===== config.mk =====
export PLATFORM = sky130hd
export DESIGN_NAME = pattern_scan_sequencer
export DESIGN_NICKNAME = d
export VERILOG_FILES = /design/src/rtl/pattern_scan_sequencer.sv
export SDC_FILE = /design/constraint.sdc
export NUM_CORES = 1
export LEC_CHECK = 0
export CAP_MARGIN = 10
export CORE_ASPECT_RATIO = 0.6
export CORE_MARGIN = 1.5
export CORE_UTILIZATION = 35
export CTS_CLUSTER_DIAMETER = 50
export CTS_CLUSTER_SIZE = 20
export DETAILED_ROUTE_END_ITERATION = 10
export GPL_TIMING_DRIVEN = 0
export PLACE_DENSITY_LB_ADDON = 0.1
export SETUP_SLACK_MARGIN = 0.2
export SYNTH_ARGS = -nofsm -noshare
export SYNTH_HDL_FRONTEND = slang
export SYNTH_SLANG_ARGS = --single-unit

===== constraint.sdc =====
create_clock -name clock -period 1.55 [get_ports clock]
set_clock_uncertainty 0.05 [all_clocks]
set_input_delay 0.31 -clock clock [delete_from_list [all_inputs] [get_ports clock]]
set_output_delay 0.31 -clock clock [all_outputs]
set_load 0.01 [all_outputs]

===== src/rtl/pattern_scan_sequencer.sv =====
// pattern_scan_sequencer: round-robin front end sharing one bit-serial
// 3-tap pattern detector between two word-oriented requesters.
module pattern_scan_sequencer #(
    parameter int unsigned WIDTH = 10
) (
    input  logic                            clock,
    input  logic                            reset,
    input  logic                            req0_valid,
    output logic                            req0_ready,
    input  logic [WIDTH-1:0]                req0_data,
    input  logic                            req1_valid,
    output logic                            req1_ready,
    input  logic [WIDTH-1:0]                req1_data,
    output logic                            res_valid,
    input  logic                            res_ready,
    output logic                            res_id,
    output logic [$clog2(WIDTH+1)-1:0]      res_cnt_hi,
    output logic [$clog2(WIDTH+1)-1:0]      res_cnt_lo,
    output logic                            det_step,
    output logic [1:0]                      det_o
);

    localparam int unsigned CW = $clog2(WIDTH + 1);

    localparam logic [1:0] IDLE   = 2'd0;
    localparam logic [1:0] SHIFT  = 2'd1;
    localparam logic [1:0] REPORT = 2'd2;

    logic [1:0]       state,      state_d;
    logic [WIDTH-1:0] word,       word_d;
    logic [CW-1:0]    step,       step_d;
    logic [2:0]       hist,       hist_d;
    logic             last_grant, last_grant_d;
    logic             res_id_d;
    logic             res_valid_d;
    logic             det_step_d;
    logic [CW-1:0]    cnt_hi_d,   cnt_lo_d;

    logic             grant_any;
    logic             grant_id;
    logic             accept;
    logic             bit_k;
    logic [1:0]       det_o_c;

    // Round-robin grant: a lone requester wins, a tie goes to whoever was not served last.
    always_comb begin
        grant_any = req0_valid | req1_valid;
        grant_id  = (req0_valid && req1_valid) ? ~last_grant : req1_valid;
        accept    = (state == IDLE) && grant_any;
    end

    assign req0_ready = (state == IDLE) && grant_any && !grant_id;
    assign req1_ready = (state == IDLE) && grant_any &&  grant_id;

    // Detector taps: hist[0]=b(k-1), hist[1]=b(k-2), hist[2]=b(k-3); the word shifts right each step.
    always_comb begin
        bit_k   = word[0];
        det_o_c = {bit_k & ~hist[1] & ~hist[2], bit_k & hist[1] & hist[2]};
    end

    assign det_o = det_step ? det_o_c : 2'b00;

    // Next-state and next-output logic for the job sequencer.
    always_comb begin
        state_d      = state;
        word_d       = word;
        step_d       = step;
        hist_d       = hist;
        last_grant_d = last_grant;
        res_id_d     = res_id;
        res_valid_d  = res_valid;
        det_step_d   = det_step;
        cnt_hi_d     = res_cnt_hi;
        cnt_lo_d     = res_cnt_lo;
        case (state)
            IDLE: begin
                if (accept) begin
                    word_d       = grant_id ? req1_data : req0_data;
                    res_id_d     = grant_id;
                    last_grant_d = grant_id;
                    cnt_hi_d     = '0;
                    cnt_lo_d     = '0;
                    hist_d       = 3'b000;
                    step_d       = '0;
                    det_step_d   = 1'b1;
                    state_d      = SHIFT;
                end
            end
            SHIFT: begin
                word_d   = word >> 1;
                hist_d   = {hist[1:0], bit_k};
                cnt_hi_d = res_cnt_hi + CW'(det_o_c[1]);
                cnt_lo_d = res_cnt_lo + CW'(det_o_c[0]);
                step_d   = step + CW'(1);
                if (step == CW'(WIDTH - 1)) begin
                    det_step_d  = 1'b0;
                    res_valid_d = 1'b1;
                    state_d     = REPORT;
                end
            end
            REPORT: begin
                if (res_ready) begin
                    res_valid_d = 1'b0;
                    state_d     = IDLE;
                end
            end
            default: begin
                res_valid_d = 1'b0;
                det_step_d  = 1'b0;
                state_d     = IDLE;
            end
        endcase
    end

    // State register; reset aborts any job in flight.
    always_ff @(posedge clock) begin
        if (reset) begin
            state      <= IDLE;
            word       <= '0;
            step       <= '0;
            hist       <= 3'b000;
            last_grant <= 1'b1;
            res_id     <= 1'b0;
            res_valid  <= 1'b0;
            det_step   <= 1'b0;
            res_cnt_hi <= '0;
            res_cnt_lo <= '0;
        end else begin
            state      <= state_d;
            word       <= word_d;
            step       <= step_d;
            hist       <= hist_d;
            last_grant <= last_grant_d;
            res_id     <= res_id_d;
            res_valid  <= res_valid_d;
            det_step   <= det_step_d;
            res_cnt_hi <= cnt_hi_d;
            res_cnt_lo <= cnt_lo_d;
        end
    end

endmodule

**After elaboration in Yosys (flattened, before gate mapping)**

Cells that the tools add are included.

- Div/mod/pow operators: 0
- Multipliers: 0
- Muxes and demuxes: 21
- Shift-type cells: 0
- Equal/unequal tests: 6
- Bitwise logic cells: 10
- $add $sub $neg: 3
- Magnitude comparators: 0
- Reductions and logical operators: 12

Operators by type and width:

| operator | number |
|---|---|
| $pmux 4 s2 | 3 |
| $mux 10 | 2 |
| $pmux 10 s2 | 1 |
| $reduce_and 3->1 | 3 |
| $add 4x1->4 | 2 |
| $mux 2 | 4 |
| $ne 2x2->1 const B | 3 |
| $pmux 1 s3 | 2 |
| $pmux 2 s3 | 1 |
| $pmux 3 s2 | 1 |
| $mux 1 | 5 |
| $not 1->1 | 5 |
| $add 4x1->4 const B | 1 |
| $and 1x1->1 | 4 |
| $eq 4x4->1 const B | 1 |
| $logic_and 1x1->1 | 4 |
| $mux 4 | 1 |
| $reduce_and 2->1 | 2 |
| $mux 3 | 1 |
| $eq 2x1->1 const B | 1 |
| $eq 2x2->1 const B | 1 |
| $logic_not 2->1 | 1 |
| $reduce_bool 2->1 | 1 |
| $logic_not 1->1 | 1 |
| $or 1x1->1 | 1 |

- Memory bits (writable): 0
- Input port bits: 25
- ROM bits: 0
- Flip-flop bits (word level): 31
- Memories kept: 0
- Latch bits: 0

**Logic depth before layout (Yosys ltp)**

Gate-level depths: netlist of run 1.

- Depth after elaboration: 5
- Mapped depth: 7
- Gate-level depth less buffers: 6

**Worst setup path after synthesis of run 1**

Ideal clock, no wire load.

- Path kind: flip-flop to flip-flop
- Start point: reg word[0]
- End point: reg res_cnt_hi[2]
- Buffers on the path: 0
- Arrival: 1391 ps
- Setup time: 128 ps
- Stages on the path, launching flop included: 7
- Required time: 1372 ps
- Setup slack: -18 ps
- Cells stage by stage: dfxtp_1 -> nor3b_1 -> ha_1 -> ha_1 -> mux2_2 -> a22oi_1 -> nor2_1

- Word-level cells in the longest chain between the ends: 4

Ends and longest elaborated chain:

| what | RTL line | RTL |
|---|---|---|
| start, declared | 30 | `logic [WIDTH-1:0] word, word_d;` |
| start signal, assigned | 130 | `word <= word_d;` |
| $and 1x1->1 (2 in a row) | 58 | `det_o_c = {bit_k & ~hist[1] & ~hist[2], bit_k & hist[1] & hist[2]};` |
| $add 4x1->4 | 92 | `cnt_hi_d = res_cnt_hi + CW'(det_o_c[1]);` |
| $pmux 4 s2 | 75 | `case (state)` |
| end signal, assigned | 137 | `res_cnt_hi <= cnt_hi_d;` |
| end, declared | 17 | `output logic [$clog2(WIDTH+1)-1:0] res_cnt_hi,` |

Every way passes these cells.
A chain may end at the register's enable or synchronous reset.

**Final worst setup path of run 1**

- Start point: reg hist[2]
- End point: reg res_cnt_hi[2]

- Word-level cells in the longest chain between the ends: 4

Ends and longest elaborated chain:

| what | RTL line | RTL |
|---|---|---|
| start, declared | 32 | `logic [2:0] hist, hist_d;` |
| start signal, assigned | 132 | `hist <= hist_d;` |
| $not 1->1 | 58 |  |
| $and 1x1->1 | 58 |  |
| $add 4x1->4 | 92 |  |
| $pmux 4 s2 | 75 |  |

Every way passes these cells.

==> flow_metrics.tcl, run 1 <==
set metrics [dict create \
    violations "setup timing" \
    dpl_worst_slack_ns -0.709 \
    synth-seq-area-share 0.414 \
    p_leak_nw 1.02 \
    worstPathArrival_ns 1.71 \
    placed_cells 254 \
    crit_start "hist[2]" \
    drive_above_1_share 0.475 \
    r2r-start "hist[2]" \
    mostFrequentLayoutCells "clkdlybuf4s50_1, nor2_1, dfxtp_1, buf_6, a22oi_2" \
    first_global_vias 1483 \
    postSynthCellCount 155 \
    yosys_most_used_dff "dfxtp_1" \
    grt_pass1_wl_um 7070 \
    num_antenna_cells 0 \
    yosysTopAreaCell "dfxtp_1" \
    worstMarginPinSlew_ns 0.654 \
    fp-row-count 18 \
    io_pins 40 \
    critPathMostFrequentCell "ha_4" \
    hold_slack_ns 0.439 \
    cts_made_buffers 5 \
    path_max_fanout 3 \
    synth_warnings 0 \
    worst_slack_ns -0.0479 \
    worstHoldPathType "register to register" \
    coreArea_um2 4100 \
    hp-start "det_step" \
    place.port_buffers 39 \
    grt_usage 0.201 \
    instances_no_fill 283 \
    period_share 1.03 \
    yosys_register_bits 31 \
    ir_drop_mv 0.392 \
    endpoint_kind "register" \
    chipWidth_um 87.5 \
    grt_max_degree 11 \
    overflow 0 \
    dieArea_um2 4690 \
    area_growth_pct 71.2 \
    via_per_inst 5.17 \
    start_kind "register" \
    die_h_um 53.7 \
    finalCriticalPeriod_ns 1.60 \
    synth-edff-count 0 \
    fin_setup_tns_ns -0.132 \
    dpl.hpwl_um 2670 \
    fmax_ghz 0.626 \
    clockBufferDepth 2 \
    cts_tree "yes" \
    postSynth.asyncResetShare 0 \
    antenna_found_initial 0 \
    drv_cap 0 \
    cts-root-buf "clkbuf_8" \
    start_util 0.365 \
    wl_um 4460 \
    drc 0 \
    rsz0062_at_grt "true" \
    drt-initial-drc-count 90 \
    cts.clk_slew.worst_paths_ns 0.07 \
    place_area_um2 1980 \
    synth_nets 186 \
    fin_area_um2 2560 \
    fin_nets 254 \
    drt_first_pass_iters 4 \
    relSlewSlack 0.564 \
    utilization 0.625 \
    crit_slowest_cell "dfxtp_4" \
    insertion_delay_ns 0.28 \
    syn_area_per_cell_um2 9.66 \
    setup_viol 5 \
    crit_path_cell_trace "nor3b_4 -> buf_4 -> ha_4 -> ha_4 -> mux2_4 -> a22oi_2 -> nor2_1" \
    power_mw 1.91 \
    place_congestion 0.764 \
    cp.required_ns 1.66 \
    cts.sinks 31 \
    cp_slowest_stage_delay_ns 0.36 \
    path_class "register to register" \
    detail-route-antenna-nets 0 \
    wl_per_cell_um 15.8 \
    synth_top_area_share 0.414 \
    final_common_cell "clkdlybuf4s50_1" \
    powerDensity_nw_per_um2 743 \
    syn-cell-area_um2 1500 \
    hold_viol 0 \
    synthDistinctLibCells 37 \
    status "finished with violations" \
    dr_total_vias 1462 \
    drv_slew 0 \
    htreeDepth 2 \
    netlist_top_cells_area "dfxtp_1, a22oi_1, mux2i_1, nor2_1, ha_1" \
]
[routing by layer]
layer / wire, um / up-vias / share of wire / GRT usage
met5: 0 / - / 0 / 0
met4: 40 / 0 / 0.0090 / 0.0556
met3: 144 / 7 / 0.032 / 0.0491
met2: 2040 / 31 / 0.46 / 0.331
met1: 2240 / 724 / 0.50 / 0.268
li1: - / 700 / - / -
[synthesized netlist by cell type, types with 3 or more instances]
master,instances
a21oi_1,9
a22oi_1,19
and2_1,3
buf_4,3
buf_6,5
dfxtp_1,31
ha_1,6
mux2_2,3
mux2i_1,11
nand3_1,3
nor2_1,21
o22ai_1,9
or2_1,3
or2_2,3
[cell families (layout without fill, tap and decap cells)]
group                    after synthesis  count (layout)  share of synthesized area
AND/OR/NAND/NOR                       47              47                      0.178
multiplexers                          14              14                     0.0961
flip-flops                            31              31                      0.414
adder cells (fa/ha/maj)                6               6                     0.0501
AO/OA/AOI/OAI                         43              43                      0.193
buffers and inverters                 14              82                     0.0685
[final cells by class]
class	instances	area (um2)
Buffer	12	133
Timing Repair Buffer	61	619
Clock inverter	1	5.00
Fill cell	320	1540
Clock buffer	6	82.6
Sequential cell	31	642
Tap cell	60	75.1
Multi-Input combinational cell	110	1000
Inverter	2	7.51
[worst max-delay path: cells and delay by family (launching register included)]
kind / cells / cell delay [ns]
adder cells (fa/ha/maj): 2 / 0.25
buffers and inverters: 1 / 0.15
AO/OA/AOI/OAI: 1 / 0.11
flip-flops: 1 / 0.36
AND/OR/NAND/NOR: 2 / 0.26
multiplexers: 1 / 0.29
[flip-flops by register name, summed over array words and instances, names as in the netlist]
| signal | count |
|---|---|
| det_step | 1 |
| hist | 3 |
| last_grant | 1 |
| res_cnt_hi | 4 |
| res_cnt_lo | 4 |
| res_id | 1 |
| res_valid | 1 |
| state | 2 |
| step | 4 |
| word | 10 |
[path summary, 6_finish.rpt]
path                   endpoint  slack, ns  cells after the start
setup / recovery  res_cnt_hi[2]      -0.05                      7
hold / removal         det_step       0.44                      2
setup reg to reg  res_cnt_hi[2]      -0.05                      7
hold reg to reg        det_step       0.44                      2
[report_power, final]
part	total (mW)	switching [mW]	leakage [nW]	internal, mW
Sequential	0.860	0.0309	0.258	0.829
Combinational	0.395	0.165	0.716	0.231
Clock	0.650	0.302	0.0470	0.348
Total	1.91	0.498	1.02	1.41
[what timing repair did]
| action | CTS | global route |
|---|---|---|
| hold buffers | 0 | 0 |
| setup buffers | 17 | 2 |
| pin swaps | 21 | 12 |
| setup endpoints to repair | 41 | 38 |
| gates cloned | 3 | 0 |
| gates resized for setup | 87 | 27 |
Power figures use the tool's default switching activity.
==> run 2, diff against run 1 <==
- CELL_PAD_IN_SITES_DETAIL_PLACEMENT: default -> 1
- CELL_PAD_IN_SITES_GLOBAL_PLACEMENT: default -> 1
- CORE_UTILIZATION: 35 -> 32
- MAX_ROUTING_LAYER: default -> met4
- SLEW_MARGIN: default -> 20
==> flow_metrics.tcl, run 2 (synthesis gave the netlist of run 1 again) <==
set metrics [dict create \
    largest_reg_flops 10 \
    place_congestion 0.724 \
    period_share 1.02 \
    top_register "word" \
    hold_slack_ns 0.451 \
    drv_slew 0 \
    hold_viol 0 \
    detail-route-antenna-nets 0 \
    relSlewSlack 0.614 \
    p_leak_nw 1.01 \
    crit_slowest_cell "clkdlybuf4s50_1" \
    multi_input_area_um2 957 \
    start_util 0.330 \
    worst_slack_ns -0.0244 \
    n_fill_cell 507 \
    powerDensity_nw_per_um2 757 \
    cp.required_ns 1.19 \
    dpl_worst_slack_ns -0.707 \
    status "finished with violations" \
    first_global_vias 1585 \
    htreeDepth 2 \
    violations "setup timing" \
    path_class "register to output port" \
    coreArea_um2 4540 \
    insertion_delay_ns 0.29 \
    fp-row-count 19 \
    via_per_inst 5.15 \
    drt-initial-drc-count 63 \
    drt_first_pass_iters 4 \
    place_area_um2 1980 \
    crit_path_cell_trace "clkdlybuf4s50_1" \
    wl_um 5650 \
    dpl.hpwl_um 3140 \
    dieArea_um2 5110 \
    fin_area_um2 2540 \
    worstMarginPinSlew_ns 0.578 \
    fin_nets 259 \
    layout.area.seq_um2 639 \
    final_common_cell "clkdlybuf4s50_1" \
    path_buf_inv 1 \
    worstPathArrival_ns 1.21 \
    num_antenna_cells 0 \
    setup_viol 4 \
    drive_above_1_share 0.434 \
    rsz0062_at_grt "true" \
    cp_slowest_stage_delay_ns 0.55 \
    drv_cap 0 \
    antenna_found_initial 0 \
    drc 0 \
    finalCriticalPeriod_ns 1.57 \
    path_delay_family "buffers and inverters" \
    io_pins 40 \
    area_growth_pct 69.8 \
    place.port_buffers 39 \
    grt_usage 0.223 \
    path_max_fanout 5 \
    power_mw 1.93 \
    start_kind "register" \
    grt_max_degree 11 \
    die_h_um 56.0 \
    clockBufferDepth 2 \
    ir_drop_mv 0.523 \
    utilization 0.560 \
    worstHoldPathType "register to register" \
    endpoint_kind "output port" \
    grt_pass1_wl_um 8270 \
    chipWidth_um 91.3 \
    overflow 0 \
    postCtsHoldBufs 0 \
    cts_tree "yes" \
    cts_made_buffers 5 \
    wl_per_cell_um 19.4 \
    fmax_ghz 0.635 \
    mostFrequentLayoutCells "clkdlybuf4s50_1, nor2_1, dfxtp_1, buf_4" \
    dr_total_vias 1500 \
    cts.clk_slew.worst_paths_ns 0.07 \
    cts.sinks 31 \
    cts-root-buf "clkbuf_8" \
]
-- run 2: cell count changes in the layout (fill, tap and decap cells not counted), moves of 2 or more --
| cell | change |
|---|---|
| dfxtp_2 | -2 |
| clkdlybuf4s15_2 | -2 |
| o22ai_2 | -8 |
| dfxtp_1 | +2 |
| buf_8 | -2 |
| buf_4 | +7 |
| o22ai_1 | +8 |
-- run 2: final cells by class --
type,count,area share
Multi-Input combinational cell,110,0.376
Sequential cell,31,0.251
Timing Repair Buffer,66,0.250
Buffer,12,0.0541
Clock buffer,6,0.0325
Tap cell,63,0.0310
Inverter,2,0.00295
Clock inverter,1,0.00197
-- run 2: worst paths after layout --
path / start / cells past startpoint / endpoint / slack, ns
hold / removal: res_id / 2 / res_id / 0.45
setup / recovery: res_cnt_hi[2] / 1 / res_cnt_hi[2] / -0.02
hold reg to reg: res_id / 2 / res_id / 0.45
setup reg to reg: word[0] / 6 / res_cnt_hi[2] / -0.02
-- run 2: stage by stage --
stage               TNS, ns  cells
finish              -0.0526    291
global route         -0.676    291
floorplan                 0    155
CTS                  -0.176    280
detailed placement    -9.57    257
global placement      -8.82    257
-- run 2: per-layer routing --
metal	GRT usage	vias to the layer above	wire, um	part of all wire
li1	-	717	-	-
met1	0.268	731	2490	0.44
met2	0.364	42	2800	0.50
met3	0.0437	10	240	0.043
met4	0.100	0	123	0.022
met5	-	-	0	0
-- run 2: repair_timing --
item | in CTS | in global routing
pin swaps | 11 | 11
cloned | 1 | 1
endpoints found under the setup margin | 41 | 36
resized for setup | 75 | 24
setup buffers | 15 | 10
-- run 2: power by group --
part	leakage [nW]	switching [mW]	total [mW]	internal [mW]
logic	0.710	0.164	0.382	0.218
clock network	0.0470	0.334	0.683	0.349
registers	0.258	0.0325	0.860	0.828
==> run 3, diff against run 2 <==
- CORE_UTILIZATION: 32 -> 35
- DONT_BUFFER_PORTS: default -> 1
- PLACE_DENSITY: default -> 0.64
- PLACE_DENSITY_LB_ADDON: 0.1 -> default
==> flow_metrics.tcl, run 3 (synthesis gave the netlist of run 1 again) <==
set metrics [dict create \
    status "finished, final reports clean" \
    postCtsHoldBufs 0 \
    setup_viol 0 \
    r2r_cells 6 \
    worstHoldPathType "primary input to register" \
    p_leak_nw 0.804 \
    num_antenna_cells 0 \
    final_common_cell "dfxtp_1" \
    grt_usage 0.229 \
    clockBufferDepth 2 \
    worstPathArrival_ns 1.65 \
    top_register "word" \
    io_pins 40 \
    cts.clk_slew.worst_paths_ns 0.07 \
    drv_slew 0 \
    fin_nets 218 \
    place_congestion 0.758 \
    drt_first_pass_iters 4 \
    relSlewSlack 0.599 \
    insertion_delay_ns 0.28 \
    utilization 0.534 \
    drt-initial-drc-count 46 \
    place.port_buffers 0 \
    cts.sinks 31 \
    n_fill_cell 450 \
    dr_total_vias 1364 \
    finalCriticalPeriod_ns 1.55 \
    wl_um 4820 \
    largest_reg_flops 10 \
    die_h_um 53.7 \
    antenna_found_initial 0 \
    ir_drop_mv 0.355 \
    grt_pass1_wl_um 7540 \
    worstMarginPinSlew_ns 0.602 \
    htreeDepth 2 \
    multi_input_area_um2 975 \
    drc 0 \
    power_mw 1.94 \
    start_util 0.365 \
    chipWidth_um 87.5 \
    drive_above_1_share 0.471 \
    coreArea_um2 4100 \
    overflow 0 \
    endpoint_kind "register" \
    wl_per_cell_um 19.5 \
    drv_cap 0 \
    holdPathStages 2 \
    cp.required_ns 1.65 \
    hold_viol 0 \
    grt_max_degree 11 \
    via_per_inst 5.52 \
    first_global_vias 1424 \
    dpl.hpwl_um 2860 \
    fmax_ghz 0.645 \
    path_max_fanout 3 \
    start_kind "register" \
    dieArea_um2 4690 \
    rsz0062_at_grt "true" \
    fp-row-count 18 \
    layout.area.seq_um2 633 \
    area_growth_pct 46.1 \
    cts_made_buffers 5 \
    period_share 1.00 \
    detail-route-antenna-nets 0 \
    cts-root-buf "clkbuf_8" \
    path_class "register to register" \
    cts_tree "yes" \
    mostFrequentLayoutCells "dfxtp_1, nor2_1, buf_4, a22oi_2" \
    powerDensity_nw_per_um2 885 \
]
run 3: changes by cell type in the layout (fill, tap and decap cells not counted), sizes merged:
cell,change
clkbuf,-3
clkdlybuf4s15,-1
clkdlybuf4s50,-23
clkinv,-1
buf,-4
bufinv,+1
dlygate4sd2,-10
run 3: through the flow:
step,hold WS [ns],instance area (um2),TNS [ns],std cells,setup WS [ns]
global route,0.192,2190,-0.206,247,-0.0579
floorplan,0.405,1510,0,155,0.0536
CTS,0.177,2080,-0.0164,239,-0.0164
global placement,0.429,1590,-0.0599,215,-0.0531
detailed placement,0.446,1590,-0.150,215,-0.0985
finish,0.189,2190,0,247,0.000549
run 3: report_power, final:
part	internal, mW	switching, mW
Clock	0.471	0.299
Sequential	0.828	0.0360
Combinational	0.161	0.143
run 3: worst paths after layout:
kind / startpoint / end / slack [ns]
worst max-delay path: hist[2] / res_cnt_hi[2] / 0.0005
worst min-delay path: req0_data[8] / word[8] / 0.19
worst max register to register: hist[2] / res_cnt_hi[2] / 0.0005
worst min register to register: step[3] / step[3] / 0.47
run 3: layout make-up:
class                           count  share of cell area
Multi-Input combinational cell    110               0.445
Sequential cell                    31               0.289
Timing Repair Buffer               25               0.123
Buffer                             12              0.0572
Tap cell                           60              0.0343
Clock buffer                        6              0.0332
Clock inverter                      1              0.0137
Inverter                            2             0.00343
run 3: metal layers:
layer,vias up,global-route usage,share of wire
li1,629,-,-
met1,698,0.266,0.44
met2,31,0.396,0.51
met3,6,0.0629,0.044
met4,0,0.0608,0.0068
met5,-,-,0
run 3: critical path, cell delays in order, from the launching register on:
cell	delay, ns
dfxtp_4	0.36
nor3b_4	0.24
ha_4	0.18
ha_4	0.12
mux2_4	0.29
a22oi_2	0.12
nor2_1	0.05
run 3: timing repair:
action	in CTS	in global routing
setup endpoints to repair	28	33
gates resized for setup	51	11
buffers inserted	15	8
cloned	2	0
pin swaps	11	16
